<file path="config.mk">
export PLATFORM = sky130hd
export DESIGN_NAME = match_controller
export DESIGN_NICKNAME = d
export VERILOG_FILES = /design/src/rtl/pong_pkg.sv /design/src/rtl/pong_edge_detect.sv /design/src/rtl/match_controller.sv
export SDC_FILE = /design/constraint.sdc
export NUM_CORES = 1
export LEC_CHECK = 0
export CAP_MARGIN = 20
export CORE_MARGIN = 4
export CORE_UTILIZATION = 50
export CTS_BUF_LIST = sky130_fd_sc_hd__clkbuf_8
export DETAILED_ROUTE_END_ITERATION = 16
export PLACE_DENSITY_LB_ADDON = 0.08
export SLEW_MARGIN = 15
export SYNTH_ARGS = -nofsm -noshare
export SYNTH_HDL_FRONTEND = slang
export SYNTH_HIERARCHICAL = 1
export SYNTH_SLANG_ARGS = --single-unit
export TNS_END_PERCENT = 30
</file>
<file path="constraint.sdc">
create_clock -name clk -period 4.11 [get_ports clk]
set_clock_uncertainty 0.1 [all_clocks]
set_input_delay 0.822 -clock clk [delete_from_list [all_inputs] [get_ports clk]]
set_output_delay 0.822 -clock clk [all_outputs]
set_load 0.05 [all_outputs]
</file>
<file path="src/rtl/pong_pkg.sv">
// Shared Pong types and defaults.
// Match states, score width and match tuning constants.
package pong_pkg;

  typedef enum logic [1:0] {
    IDLE  = 2'd0,
    SERVE = 2'd1,
    PLAY  = 2'd2,
    OVER  = 2'd3
  } match_state_t;

  localparam int SCORE_W          = 4;
  localparam int DEF_WIN_SCORE    = 9;
  localparam int DEF_SERVE_FRAMES = 120;

endpackage

</file>
<file path="src/rtl/pong_edge_detect.sv">
// Single-input edge detector.
// History register reset value is chosen per input.
module pong_edge_detect #(
  parameter logic RST_VAL = 1'b0
) (
  input  logic clk,
  input  logic rst,
  input  logic d,
  output logic rise,
  output logic fall
);

  logic hist;

  // Track the previous sample of d
  always_ff @(posedge clk) begin
    if (rst) hist <= RST_VAL;
    else     hist <= d;
  end

  assign rise = d & ~hist;
  assign fall = ~d & hist;

endmodule

</file>
<file path="src/rtl/match_controller.sv">
// Pong match sequencer.
// Serves, scores points and declares the winner.
module match_controller
  import pong_pkg::*;
#(
  parameter int WIN_SCORE    = DEF_WIN_SCORE,
  parameter int SERVE_FRAMES = DEF_SERVE_FRAMES
) (
  input  logic               clk,
  input  logic               rst,
  input  logic               vsync,
  input  logic               start,
  input  logic               leftlost,
  input  logic               rightlost,
  output logic               paused,
  output logic [SCORE_W-1:0] score_left,
  output logic [SCORE_W-1:0] score_right,
  output logic               game_over,
  output logic               winner,
  output logic [1:0]         state
);

  localparam int CNT_W = $clog2(SERVE_FRAMES + 1);

  localparam logic [CNT_W-1:0] CNT_LOAD =
    CNT_W'(SERVE_FRAMES);
  localparam logic [CNT_W-1:0] CNT_ONE =
    CNT_W'(1);
  localparam logic [SCORE_W-1:0] WIN =
    SCORE_W'(WIN_SCORE);

  logic tick, vs_rise;
  logic st_rise, st_fall;
  logic ll_rise, ll_fall;
  logic rl_rise, rl_fall;
  logic unused_edges;

  pong_edge_detect #(.RST_VAL(1'b0)) u_vs (
    .clk  (clk),
    .rst  (rst),
    .d    (vsync),
    .rise (vs_rise),
    .fall (tick)
  );

  pong_edge_detect #(.RST_VAL(1'b1)) u_st (
    .clk  (clk),
    .rst  (rst),
    .d    (start),
    .rise (st_rise),
    .fall (st_fall)
  );

  pong_edge_detect #(.RST_VAL(1'b1)) u_ll (
    .clk  (clk),
    .rst  (rst),
    .d    (leftlost),
    .rise (ll_rise),
    .fall (ll_fall)
  );

  pong_edge_detect #(.RST_VAL(1'b1)) u_rl (
    .clk  (clk),
    .rst  (rst),
    .d    (rightlost),
    .rise (rl_rise),
    .fall (rl_fall)
  );

  assign unused_edges =
    vs_rise ^ st_fall ^ ll_fall ^ rl_fall;

  match_state_t       st_q, st_d;
  logic [CNT_W-1:0]   cnt_q, cnt_d;
  logic [SCORE_W-1:0] sl_q, sl_d;
  logic [SCORE_W-1:0] sr_q, sr_d;
  logic               win_q, win_d;
  logic               paused_q;
  logic               over_q;

  // Next-state, frame counter and score update
  always_comb begin
    st_d  = st_q;
    cnt_d = cnt_q;
    sl_d  = sl_q;
    sr_d  = sr_q;
    win_d = win_q;
    unique case (st_q)
      IDLE: begin
        if (st_rise) begin
          st_d  = SERVE;
          cnt_d = CNT_LOAD;
        end
      end
      SERVE: begin
        if (tick) begin
          cnt_d = cnt_q - CNT_ONE;
          if (cnt_q == CNT_ONE) st_d = PLAY;
        end
      end
      PLAY: begin
        if (ll_rise) begin
          sr_d = sr_q + 1'b1;
          if (sr_d == WIN) begin
            st_d  = OVER;
            win_d = 1'b1;
          end else begin
            st_d  = SERVE;
            cnt_d = CNT_LOAD;
          end
        end else if (rl_rise) begin
          sl_d = sl_q + 1'b1;
          if (sl_d == WIN) begin
            st_d  = OVER;
            win_d = 1'b0;
          end else begin
            st_d  = SERVE;
            cnt_d = CNT_LOAD;
          end
        end
      end
      OVER: begin
        if (st_rise) begin
          st_d  = SERVE;
          cnt_d = CNT_LOAD;
          sl_d  = '0;
          sr_d  = '0;
          win_d = 1'b0;
        end
      end
      default: st_d = IDLE;
    endcase
  end

  // Match registers, outputs decoded from next state
  always_ff @(posedge clk) begin
    if (rst) begin
      st_q     <= IDLE;
      cnt_q    <= '0;
      sl_q     <= '0;
      sr_q     <= '0;
      win_q    <= 1'b0;
      paused_q <= 1'b1;
      over_q   <= 1'b0;
    end else begin
      st_q     <= st_d;
      cnt_q    <= cnt_d;
      sl_q     <= sl_d;
      sr_q     <= sr_d;
      win_q    <= win_d;
      paused_q <= (st_d != PLAY);
      over_q   <= (st_d == OVER);
    end
  end

  assign paused      = paused_q;
  assign score_left  = sl_q;
  assign score_right = sr_q;
  assign game_over   = over_q;
  assign winner      = win_q;
  assign state       = st_q;

endmodule

</file>
==> flow_metrics.env <==
export IMPL_outcome="finished, final reports clean"
export IMPL_switching_share=0.246
export IMPL_grt_pass1_vias=1106
export IMPL_cp_top_family="compound AO/OA/AOI/OAI gates"
export IMPL_setup_violations=0
export IMPL_cts_clk_slew_worst_paths_ns=0.08
export IMPL_max_stage_delay_ns=0.46
export IMPL_clockBufferDepth=2
export IMPL_pwr_share_clk=0.320
export IMPL_hold_violations=0
export IMPL_finish_net_count=200
export IMPL_place_congestion=0.855
export IMPL_cts_sinks=24
export IMPL_setup_tns_ns=0
export IMPL_seqPwrFrac=0.566
export IMPL_worst_pin_slew_ns=0.651
export IMPL_p_int_mw=0.327
export IMPL_fp_dieW_um=61.3
export IMPL_vdd_ir_drop_max_mv=0.201
export IMPL_vias_per_cell=5.67
export IMPL_cp_required_ns=4.17
export IMPL_vias=1208
export IMPL_drive_gt1_frac=0.0769
export IMPL_dp_cells=210
export IMPL_layout_cells_non_filler=213
export IMPL_fin_hold_ws_ns=0.424
export IMPL_fin_crit_sh=0.693
export IMPL_drcViolationCount=0
export IMPL_die_area_um2=3750
export IMPL_drtIter0Drc=53
export IMPL_path_buf_inv=2
export IMPL_timing_fmax_ghz=0.351
export IMPL_avgSynthCellArea_um2=8.55
export IMPL_crit_type="in2reg"
export IMPL_antenna_found_initial=0
export IMPL_core_rowCount=19
export IMPL_power_mw=0.433
export IMPL_p_leak_nw=0.593
export IMPL_track_usage=0.163
export IMPL_critPathCaptureType="flop"
export IMPL_root_buffer="clkbuf_8"
export IMPL_postCtsSetupBuffers=0
export IMPL_yosysWarnings=6
export IMPL_htreeDepth=1
export IMPL_power_density_nw_per_um2=261
export IMPL_hpwl_um=2140
export IMPL_overflow=0
export IMPL_syn_nets=182
export IMPL_drv_cap=0
export IMPL_rsz0062_at_grt="false"
export IMPL_die_y_um=61.3
export IMPL_cp_arrival_ns=2.91
export IMPL_cp_slowest_cell="clkdlybuf4s50_1"
export IMPL_grt_max_degree=17
export IMPL_place_area_um2=1620
export IMPL_diodes=0
export IMPL_slew_headroom=0.565
export IMPL_clk_insertion_delay_late_ns=0.26
export IMPL_stdcell_area_um2=1660
export IMPL_totalWireLength_um=2860
export IMPL_start_util=0.519
export IMPL_cts_tree="yes"
export IMPL_min_period_ns=2.85
export IMPL_antenna_left=0
export IMPL_drt_pass1_iterations=4
export IMPL_cp_max_fo=10
export IMPL_coreArea_um2=2730
export IMPL_hp_class="reg2reg"
export IMPL_cts_hold_buf=0
export IMPL_io_pins=19
export IMPL_port_buffers=18
export IMPL_power_share_combinational=0.114
export IMPL_wl_per_cell_um=13.4
export IMPL_cts_made_buffers=3
export IMPL_start_kind="primary input"
export IMPL_p_switching_mw=0.106
export IMPL_maxSlewViolCount=0
export IMPL_synth_area_um2=1420
export IMPL_area_delta_synth_final_pct=16.8
export IMPL_crit_chain="clkdlybuf4s50_1 > nor2b_1 > inv_1 > o31ai_2 > o21a_1 > o21ai_0 > a32o_1"
export IMPL_ctsResizeCount=0
export IMPL_postSynthCellCount=166
export IMPL_grt_pass1_wl_um=4700
==> worst paths after layout <==
path | start | endpoint | slack, ns | cells past startpoint
hold reg to reg | cnt_q[5] | cnt_q[5] | 0.42 | 1
setup / recovery | leftlost | cnt_q[2] | 1.26 | 7
setup reg to reg | score_right[0] | cnt_q[2] | 1.79 | 7
hold / removal | cnt_q[5] | cnt_q[5] | 0.42 | 1
==> power groups by stage <==
stage | Sequential (mW) | Combinational [mW] | Clock [mW]
after global placement | 0.250 | 0.0480 | 0
after floorplan | 0.251 | 0.0358 | 0
after CTS | 0.245 | 0.0497 | 0.142
after detailed placement | 0.251 | 0.0494 | 0
after global routing | 0.246 | 0.0553 | 0.154
final | 0.245 | 0.0493 | 0.139
==> layout make-up <==
cell class	instances	area, um2
sequential	24	480
timing repair buffer	19	188
fill	253	1080
multi-input combinational	122	856
inverter	14	52.6
clock buffer	3	41.3
tap	31	38.8
==> registers in the layout, indices dropped and copies added, names as in the netlist <==
name         count
u_vs/hist        1
winner           1
cnt_q            7
state            2
u_rl/hist        1
score_right      4
u_st/hist        1
paused           1
u_ll/hist        1
score_left       4
game_over        1
==> through the flow <==
stage | setup WS, ns | utilization
CTS | 1.25 | 0.606
finish | 1.26 | 0.606
global placement | 1.04 | 0.591
detailed placement | 0.979 | 0.591
global route | 1.06 | 0.606
floorplan | 1.74 | -
==> cells in the final DEF, fill, tap and decap left out, types with 5 or more instances in the layout <==
cell and count:
nor2b_1 9, nand3_1 5, nand2_1 8, o21ai_0 8, nor2_1 15, inv_1 14
mux2i_1 5, clkdlybuf4s50_1 18, a21oi_1 12, ha_1 10, dfxtp_1 24
==> metal layers <==
layer | vias up | GRT usage | routed length, um
met5 | - | 0 | 0
met4 | 0 | 0.0619 | 29
met3 | 4 | 0.0252 | 91
met2 | 18 | 0.272 | 1400
met1 | 558 | 0.211 | 1340
li1 | 628 | - | -
==> worst reg2reg max path: cells and delay by family (launching register included) <==
family                   cells  cell delay [ns]
AO/OA/AOI/OAI                4             1.07
flip-flops                   1             0.48
AND/OR/NAND/NOR              1             0.24
adder cells (fa/ha/maj)      1             0.22
buffers and inverters        1             0.12
No activity file was read; power rests on OpenSTA's default activity.
